### config.mk
export PLATFORM = sky130hd
export DESIGN_NAME = bsg_axis_packetizer
export DESIGN_NICKNAME = d
export VERILOG_FILES = /design/src/rtl/bsg_axis_packetizer_pkg.sv /design/src/rtl/bsg_axis_packetizer_hold.sv /design/src/rtl/bsg_axis_packetizer.sv
export SDC_FILE = /design/constraint.sdc
export NUM_CORES = 1
export LEC_CHECK = 0
export BUFFER_PORTS_ARGS = -buffer_cell sky130_fd_sc_hd__buf_4
export CAP_MARGIN = 10
export CORE_MARGIN = 4
export CORE_UTILIZATION = 50
export CTS_CLUSTER_DIAMETER = 30
export DETAILED_ROUTE_END_ITERATION = 8
export PLACE_DENSITY = 0.76
export SLEW_MARGIN = 20
export SYNTH_ARGS = -nofsm -noshare
export SYNTH_HDL_FRONTEND = slang
export SYNTH_SLANG_ARGS = --single-unit
### constraint.sdc
create_clock -name clk_i -period 2.7 [get_ports clk_i]
set_clock_uncertainty 0.2 [all_clocks]
set_input_delay 0.135 -clock clk_i [delete_from_list [all_inputs] [get_ports clk_i]]
set_output_delay 0.135 -clock clk_i [all_outputs]
set_load 0.05 [all_outputs]
### src/rtl/bsg_axis_packetizer_pkg.sv
// Shared helpers for the AXI-stream packetizer.
package bsg_axis_packetizer_pkg;

  // True when a beat at packet index idx is the final beat of a len-beat packet.
  function automatic logic is_term_idx(input int unsigned idx, input int unsigned len);
    return (idx + 1) == len;
  endfunction

endpackage

### src/rtl/bsg_axis_packetizer_hold.sv
// One-beat hold register in front of the AXIS output register. A beat waits
// here until it is known whether it ends its packet (terminal index, the
// next accept, an idle timeout, or a flush). The idle counter lives here too.
module bsg_axis_packetizer_hold #(
  parameter int width_p   = 32,
  parameter int timeout_p = 64
) (
  input  logic               clk_i,
  input  logic               reset_i,
  input  logic               v_i,
  input  logic [width_p-1:0] data_i,
  input  logic               term_i,
  input  logic               o_free_i,
  input  logic               flush_i,
  output logic               ready_o,
  output logic               accept_o,
  output logic               move_o,
  output logic               last_o,
  output logic [width_p-1:0] data_o,
  output logic               term_o
);

  localparam int idle_w_lp = (timeout_p > 0) ? $clog2(timeout_p + 1) : 1;
  localparam logic [idle_w_lp-1:0] timeout_lp = idle_w_lp'(timeout_p);

  logic               h_v_q, h_v_d;
  logic [width_p-1:0] h_data_q, h_data_d;
  logic               h_term_q, h_term_d;
  logic [idle_w_lp-1:0] idle_cnt_q, idle_cnt_d;
  logic               timeout;

  // H can take a beat when empty or when its current beat can leave this cycle.
  assign ready_o  = ~h_v_q | o_free_i;
  assign accept_o = v_i & ready_o;
  assign timeout  = (timeout_p != 0) && (idle_cnt_q == timeout_lp);
  assign move_o   = h_v_q & o_free_i & (h_term_q | accept_o | timeout | flush_i);
  // A following accept means the held beat was not the last one.
  assign last_o   = h_term_q | (~accept_o & (timeout | flush_i));
  assign data_o   = h_data_q;
  assign term_o   = h_term_q;

  // Next-state for H and the saturating idle counter.
  always_comb begin
    h_v_d      = h_v_q;
    h_data_d   = h_data_q;
    h_term_d   = h_term_q;
    idle_cnt_d = idle_cnt_q;
    if (accept_o) begin
      h_v_d    = 1'b1;
      h_data_d = data_i;
      h_term_d = term_i;
    end else if (move_o) begin
      h_v_d = 1'b0;
    end
    if (accept_o || !h_v_q) begin
      idle_cnt_d = '0;
    end else if (idle_cnt_q != timeout_lp) begin
      idle_cnt_d = idle_cnt_q + idle_w_lp'(1);
    end
  end

  // H state registers; reset discards any held beat.
  always_ff @(posedge clk_i or posedge reset_i) begin
    if (reset_i) begin
      h_v_q      <= 1'b0;
      h_data_q   <= '0;
      h_term_q   <= 1'b0;
      idle_cnt_q <= '0;
    end else begin
      h_v_q      <= h_v_d;
      h_data_q   <= h_data_d;
      h_term_q   <= h_term_d;
      idle_cnt_q <= idle_cnt_d;
    end
  end

endmodule

### src/rtl/bsg_axis_packetizer.sv
// Frames a valid/ready word stream into AXI-stream packets. tlast marks the
// beat that completes the programmed length, or the beat left pending when
// the stream goes idle for timeout_p cycles or flush_i is raised.
module bsg_axis_packetizer
  import bsg_axis_packetizer_pkg::*;
#(
  parameter int C_S00_AXI_DATA_WIDTH = 32,
  parameter int max_pkt_beats_p      = 256,
  parameter int timeout_p            = 64,
  localparam int lg_max_p            = $clog2(max_pkt_beats_p + 1)
) (
  input  logic                              clk_i,
  input  logic                              reset_i,
  input  logic [lg_max_p-1:0]               pkt_len_i,
  input  logic                              flush_i,
  input  logic [C_S00_AXI_DATA_WIDTH-1:0]   data_i,
  input  logic                              v_i,
  output logic                              ready_o,
  output logic                              m_axis_tvalid_o,
  output logic [C_S00_AXI_DATA_WIDTH-1:0]   m_axis_tdata_o,
  output logic [C_S00_AXI_DATA_WIDTH/8-1:0] m_axis_tkeep_o,
  output logic                              m_axis_tlast_o,
  input  logic                              m_axis_tready_i
);

  localparam logic [lg_max_p-1:0] max_len_lp = lg_max_p'(max_pkt_beats_p);

  logic [lg_max_p-1:0] next_idx_q, next_idx_d;
  logic [lg_max_p-1:0] len_r_q, len_r_d;
  logic [lg_max_p-1:0] len_new, len_eff;
  logic                term_new;
  logic                o_v_q, o_v_d;
  logic [C_S00_AXI_DATA_WIDTH-1:0] o_data_q, o_data_d;
  logic                o_last_q, o_last_d;
  logic                o_free, accept, move, move_last, h_term;
  logic [C_S00_AXI_DATA_WIDTH-1:0] h_data;

  // A new packet samples pkt_len_i; mid-packet beats use the latched length.
  assign len_new  = (pkt_len_i == '0) ? max_len_lp : pkt_len_i;
  assign len_eff  = (next_idx_q == '0) ? len_new : len_r_q;
  assign term_new = is_term_idx(32'(next_idx_q), 32'(len_eff));
  assign o_free   = ~o_v_q | m_axis_tready_i;

  bsg_axis_packetizer_hold #(
    .width_p  (C_S00_AXI_DATA_WIDTH),
    .timeout_p(timeout_p)
  ) hold (
    .clk_i   (clk_i),
    .reset_i (reset_i),
    .v_i     (v_i),
    .data_i  (data_i),
    .term_i  (term_new),
    .o_free_i(o_free),
    .flush_i (flush_i),
    .ready_o (ready_o),
    .accept_o(accept),
    .move_o  (move),
    .last_o  (move_last),
    .data_o  (h_data),
    .term_o  (h_term)
  );

  // Packet index tracking; a timeout/flush close restarts indexing at 0.
  always_comb begin
    next_idx_d = next_idx_q;
    len_r_d    = len_r_q;
    if (accept) begin
      if (next_idx_q == '0) len_r_d = len_new;
      next_idx_d = term_new ? '0 : next_idx_q + lg_max_p'(1);
    end else if (move && move_last && !h_term) begin
      next_idx_d = '0;
    end
  end

  // Output register: refilled from H, drained by the AXIS handshake.
  always_comb begin
    o_v_d    = o_v_q;
    o_data_d = o_data_q;
    o_last_d = o_last_q;
    if (move) begin
      o_v_d    = 1'b1;
      o_data_d = h_data;
      o_last_d = move_last;
    end else if (m_axis_tready_i) begin
      o_v_d = 1'b0;
    end
  end

  // Framing and output state registers.
  always_ff @(posedge clk_i or posedge reset_i) begin
    if (reset_i) begin
      next_idx_q <= '0;
      len_r_q    <= max_len_lp;
      o_v_q      <= 1'b0;
      o_data_q   <= '0;
      o_last_q   <= 1'b0;
    end else begin
      next_idx_q <= next_idx_d;
      len_r_q    <= len_r_d;
      o_v_q      <= o_v_d;
      o_data_q   <= o_data_d;
      o_last_q   <= o_last_d;
    end
  end

  assign m_axis_tvalid_o = o_v_q;
  assign m_axis_tdata_o  = o_data_q;
  assign m_axis_tlast_o  = o_last_q;
  assign m_axis_tkeep_o  = '1;

endmodule

==> flow_metrics.env, run 1 <==
export IMPL_fmax_ghz=0.379
export IMPL_cpLargestDelayFamily="simple AND/OR/NAND/NOR gates"
export IMPL_ys_warn_count=0
export IMPL_area_delta_synth_final_pct=34.7
export IMPL_hold_path_depth=4
export IMPL_startpoint="next_idx_q[0]"
export IMPL_synthFlopType="dfrtp_1"
export IMPL_p_leak_nw=2.78
export IMPL_die_h_um=101
export IMPL_clockBufferDepth=2
export IMPL_use_met3_pct=5.47
export IMPL_crit_path_end="hold.term_o"
export IMPL_crit_chain="buf_4 > ha_2 > nand3_2 > or3_1 > a211oi_1 > nor4_4 > and2_1 > a31o_1"
export IMPL_synth_cell_types=50
export IMPL_drive_gt1_share_pct=31.7
export IMPL_vias=3517
export IMPL_finalSetupViolations=0
export IMPL_die_w_um=101
export IMPL_power_density_mw_per_mm2=1160
export IMPL_portBuffers=80
export IMPL_slew_violations=0
export IMPL_critPathSlowestCell="dfrtp_2"
export IMPL_status="finished clean"
export IMPL_required_ps=2760
export IMPL_use_met1_pct=27.0
export IMPL_grt_use_total_pct=22.1
export IMPL_reg2reg_slack_ps=60
export IMPL_core_mm2=0.00830
export IMPL_start_util_pct=52.0
export IMPL_avgViaCountPerCell=5.30
export IMPL_nNetsFinal=604
export IMPL_gr_usage_met2_pct=38.2
export IMPL_ant_nets=0
export IMPL_seq_area_mm2=0.00233
export IMPL_dieArea_mm2=0.0102
export IMPL_worstHoldPathType="in2reg"
export IMPL_diodes=0
export IMPL_vdd_drop_max_mv=0.693
export IMPL_fin_crit_sh_pct=97.6
export IMPL_antenna_found_initial=0
export IMPL_synth_avg_cell_area_um2=10.3
export IMPL_synth_seq_cells=93
export IMPL_p_total_mw=6.72
export IMPL_grt_pass1_vias=3718
export IMPL_synth_area_mm2=0.00432
export IMPL_pin_count=85
export IMPL_worstSkewPairLatency_ps=350
export IMPL_async_reset_ff_share_pct=100
export IMPL_drv_cap=0
export IMPL_min_period_ps=2640
export IMPL_drc_errors=0
export IMPL_multiInputGateArea_mm2=0.00191
export IMPL_grt_pass1_wl_um=17800
export IMPL_hold_viol=0
export IMPL_hpwl_um=6900
export IMPL_synth_edf_count=0
export IMPL_drt_iter0_drc=152
export IMPL_crit_buf_inv=1
export IMPL_worst_slew_margin_rel_pct=54.5
export IMPL_worst_setup_path_type="reg2reg"
export IMPL_gr_max_usage_layer="met2"
export IMPL_syn_instance_count=421
export IMPL_cpPeakStageDelay_ps=430
export IMPL_wl_um=10700
export IMPL_final_cells=664
export IMPL_root_buffer="clkbuf_8"
export IMPL_cts_max_level=3
export IMPL_start_kind="register"
export IMPL_tightest_slew_ps=682
export IMPL_worstPathArrival_ps=2690
export IMPL_r2r_end="hold.term_o"
export IMPL_r2r_start="next_idx_q[0]"
export IMPL_grt_overflow=0
export IMPL_clkSlewWorstSetupHoldPaths_ps=100
export IMPL_cp_depth=8
export IMPL_rsz0062_at_grt="yes"
export IMPL_critical_path_max_fanout=6
export IMPL_crit_path_end_kind="register"
export IMPL_numCtsBuffers=9
export IMPL_rows=33
export IMPL_grt_max_degree=42
export IMPL_reg2reg_depth=8
export IMPL_cts_sinks=93
export IMPL_gp_congestion=0.854
export IMPL_routedWlPerCell_um=16.0
export IMPL_dp_cells=598
export IMPL_firstDrtPassIters=4
export IMPL_fillers=591
export IMPL_cts_tree="yes"
export IMPL_yosysSeqAreaShare_pct=53.9
==> worst min-delay path by stage <==
| stage | startpoint | end | slack, ps |
|---|---|---|---|
| detailed placement | reset_i | len_r_q[1] | 80 |
| floorplan | data_i[0] | hold.data_o[0] | 40 |
| global route | flush_i | m_axis_tlast_o | 50 |
| global placement | reset_i | len_r_q[4] | 70 |
| finish | flush_i | m_axis_tlast_o | 40 |
| CTS | flush_i | m_axis_tlast_o | 20 |
==> kinds of logic (layout without fill, tap and decap cells) <==
group,after synthesis,after routing,share of synthesized area (%)
buffers and inverters,33,168,3.65
xor gates and xnor gates,12,12,2.43
and+or+nand+nor,187,187,20.6
AOI/OAI and AO/OA,51,51,7.74
adders and majority gates,4,4,1.16
muxes,40,40,10.4
other,1,4,0.0868
DFF,93,93,53.9
==> cells in the mapped netlist, types with 4 or more instances <==
cell type | n | area [um2]
nand2_1 | 123 | 462
dfrtp_1 | 92 | 2300
mux2_2 | 39 | 439
nand3_1 | 13 | 65.1
nor2_1 | 13 | 48.8
o21ai_0 | 11 | 55.1
inv_1 | 10 | 37.5
a21oi_1 | 9 | 45.0
clkbuf_1 | 8 | 30.0
xnor2_1 | 8 | 70.1
and3_1 | 7 | 43.8
o211ai_1 | 7 | 52.6
a21o_1 | 6 | 45.0
buf_2 | 6 | 30.0
buf_4 | 5 | 37.5
ha_1 | 4 | 50.1
nand2b_1 | 4 | 25.0
nor4_1 | 4 | 25.0
or3_1 | 4 | 25.0
xor2_1 | 4 | 35.0
==> final cells by class <==
class,instances,area share (%)
inverters,10,0.710
well taps,105,2.26
repair buffers,142,20.7
flip-flops and latches,93,40.1
multi-input cells,298,32.8
clock buffers,10,2.19
clock inverters,6,1.23
==> worst register-to-register path, stage by stage (launching register included) <==
cell and delay [ps]:
dfrtp_2 430, buf_4 130, ha_2 210, nand3_2 150
or3_1 430, a211oi_1 420, nor4_4 80, and2_1 220
a31o_1 240
==> layer usage <==
metal	wire, um	share of wire [%]
met1	4430	42
met2	5450	51
met3	628	5.9
met4	142	1.3
met5	0	0
==> cell usage in the layout, fill, tap and decap left out, types with 8 or more instances in the layout <==
cell and instances:
a21oi_1 8, buf_4 95, clkbuf_8 9, dfrtp_1 91
dlygate4sd3_1 43, mux2_2 39, nand2_1 123, nand3_1 12
nor2_1 13, o21ai_0 11
==> power by group <==
part | leakage (nW) | internal [mW] | total (mW) | switching, mW
clock network | 0.0984 | 0.437 | 0.931 | 0.494
logic | 1.53 | 1.39 | 3.48 | 2.09
registers | 1.15 | 1.92 | 2.31 | 0.395
==> registers in the layout, indices dropped and copies added (netlist names) <==
register / count
hold.h_v_q: 1
len_r_q: 9
m_axis_tdata_o: 32
next_idx_q: 9
hold.term_o: 1
m_axis_tlast_o: 1
m_axis_tvalid_o: 1
hold.data_o: 32
hold.idle_cnt_q: 7
==> repair_timing <==
| item | in CTS | in global routing |
|---|---|---|
| endpoints found under the hold margin | 67 | 0 |
| hold buffers | 43 | 0 |
| gates cloned | 0 | 1 |
| pin swaps | 0 | 12 |
| setup buffers | 0 | 6 |
| resized for setup | 1 | 15 |
| setup endpoints to repair | 1 | 10 |
==> per-stage QoR <==
stage	setup TNS [ps]	setup slack, ps	hold WS, ps	utilization (%)	cell area (um2)
5_1_grt	-285	-39.2	49.7	70.1	5820
4_1_cts	0	16.7	23.1	68.6	5690
3_5_place_dp	0	42.2	84.7	61.0	5060
2_1_floorplan	0	25.3	40.4	-	4330
3_3_place_gp	0	130	74.8	61.0	5060
6_report	0	64.8	35.7	70.1	5820
No activity file was read; power rests on OpenSTA's default activity.
==> inputs of run 2 (changes only) <==
--- a/config.mk
+++ b/config.mk
@@ -11,7 +11,7 @@
 export CORE_UTILIZATION = 50
 export CTS_CLUSTER_DIAMETER = 30
 export DETAILED_ROUTE_END_ITERATION = 8
-export PLACE_DENSITY = 0.76
+export PLACE_DENSITY = 0.8
 export SLEW_MARGIN = 20
 export SYNTH_ARGS = -nofsm -noshare
 export SYNTH_HDL_FRONTEND = slang
==> run 2 against run 1 <==
  * Sequential power barely moved
  * Cell count shrank 0.60%
  * Critical endpoint is now next_idx_q[6]
  * Clock-buffer cell count did not move
  * Via count fell by 0.85%
  * Highest routed layer unchanged
  * Critical path type unchanged
==> flow_metrics.env, run 2 (synthesized netlist as in run 1, its figures left out) <==
export IMPL_status="finished clean"
export IMPL_cts_max_level=3
export IMPL_rows=33
export IMPL_firstDrtPassIters=4
export IMPL_ant_nets=0
export IMPL_final_cells=660
export IMPL_cts_sinks=93
export IMPL_drive_gt1_share_pct=30.1
export IMPL_hpwl_um=6630
export IMPL_seq_area_mm2=0.00233
export IMPL_start_kind="register"
export IMPL_vdd_drop_max_mv=0.618
export IMPL_start_util_pct=52.0
export IMPL_cts_tree="yes"
export IMPL_die_w_um=101
export IMPL_worstPathArrival_ps=2670
export IMPL_p_sw_mw=2.92
export IMPL_layout_common_cells="nand2_1 (123), buf_4 (91), dfrtp_1 (91), dlygate4sd3_1 (43), mux2_2 (39)"
export IMPL_routedWlPerCell_um=15.2
export IMPL_grt_pass1_vias=3615
export IMPL_combPwrFrac_pct=51.0
export IMPL_portBuffers=80
export IMPL_grt_use_total_pct=20.6
export IMPL_finalSetupViolations=0
export IMPL_crit_buf_inv=2
export IMPL_cpPeakStageDelay_ps=490
export IMPL_grt_pass1_wl_um=16900
export IMPL_pin_count=85
export IMPL_layout_commonest_cell="nand2_1"
export IMPL_gp_congestion=0.903
export IMPL_tightest_slew_ps=672
export IMPL_grt_max_degree=45
export IMPL_p_int_mw=3.63
export IMPL_fmax_ghz=0.380
export IMPL_min_period_ps=2630
export IMPL_core_mm2=0.00830
export IMPL_root_buffer="clkbuf_8"
export IMPL_power_density_mw_per_mm2=1140
export IMPL_sw_frac_of_total_pct=44.6
export IMPL_avgViaCountPerCell=5.28
export IMPL_slew_violations=0
export IMPL_drt_iter0_drc=131
export IMPL_diodes=0
export IMPL_cpLargestDelayFamily="simple AND/OR/NAND/NOR gates"
export IMPL_antenna_found_initial=0
export IMPL_worst_setup_path_type="reg2reg"
export IMPL_die_h_um=101
export IMPL_clockBufferDepth=2
export IMPL_drv_cap=0
export IMPL_multiInputGateArea_mm2=0.00185
export IMPL_numCtsBuffers=9
export IMPL_hold_viol=0
export IMPL_fin_crit_sh_pct=97.4
export IMPL_setup_tns_ps=0
export IMPL_p_total_mw=6.55
export IMPL_required_ps=2740
export IMPL_wl_um=10100
export IMPL_grt_overflow=0
export IMPL_crit_path_end_kind="register"
export IMPL_critPathSlowestCell="or4b_4"
export IMPL_nNetsFinal=600
export IMPL_worstHoldPathType="in2reg"
export IMPL_dieArea_mm2=0.0102
export IMPL_clkPwrFrac_pct=14.1
export IMPL_drc_errors=0
export IMPL_worstSkewPairLatency_ps=360
export IMPL_fillers=607
export IMPL_power_share_sequential_pct=34.9
export IMPL_worst_slew_margin_rel_pct=55.1
export IMPL_crit_chain="inv_1 > ha_1 > or4b_4 > o21ai_1 > a21oi_1 > nor4b_2 > nor4b_4 > buf_4 > o211ai_1"
export IMPL_rsz0062_at_grt="no"
export IMPL_area_delta_synth_final_pct=32.9
export IMPL_critical_path_max_fanout=5
export IMPL_p_leak_nw=2.76
export IMPL_clkSlewWorstSetupHoldPaths_ps=100
export IMPL_dp_cells=597
export IMPL_vias=3487
[run 2: worst paths after layout]
path	from	end	slack (ps)	cells after the start
setup / recovery	next_idx_q[1]	next_idx_q[6]	70	9
hold / removal	flush_i	m_axis_tlast_o	20	4
setup reg to reg	next_idx_q[1]	next_idx_q[6]	70	9
hold reg to reg	hold.data_o[26]	hold.data_o[26]	280	2
max in group asynchronous	reset_i	m_axis_tdata_o[27]	1450	4
min in group asynchronous	reset_i	hold.data_o[12]	110	3
[run 2: through the flow]
stage	worst slack (ps)	hold slack, ps	util, %	cell area (um2)
after floorplan	25.3	40.4	-	4330
after global placement	147	-55.8	61.0	5060
after detailed placement	55.3	-40.3	61.0	5060
after CTS	37.1	13.2	68.6	5700
after global routing	6.72	80.0	69.1	5740
final	69.7	24.9	69.1	5740
[run 2: power by group through the flow]
stage / Clock, mW / Sequential, mW / Combinational (mW)
floorplan: 0 / 3.05 / 1.52
global placement: 0 / 2.28 / 3.14
finish: 0.923 / 2.29 / 3.34
CTS: 0.953 / 2.28 / 3.28
global route: 1.01 / 2.35 / 3.57
detailed placement: 0 / 2.30 / 3.22
[run 2: tightest hold or removal path, stage by stage]
cell	delay, ps
buf_4	80
a31o_2	110
o21ai_0	70
a21oi_1	140
[run 2: cell type report]
class	instances	share of cell area, %
Clock buffer	10	2.40
Clock inverter	6	1.11
Inverter	10	0.720
Multi-Input combinational cell	298	32.2
Sequential cell	93	40.6
Tap cell	105	2.29
Timing Repair Buffer	138	20.7
[run 2: layer usage]
metal / part of all wire [%] / global-route usage (%)
met1: 43 / 26.6
met2: 51 / 35.1
met3: 6.1 / 5.54
met4: 0.72 / 4.29
met5: 0 / 0
[run 2: repair_timing]
item,in CTS,in global routing
hold endpoints to repair,99,0
endpoints found under the setup margin,0,10
hold buffers,43,0
setup buffers,0,3
gates resized for setup,0,5
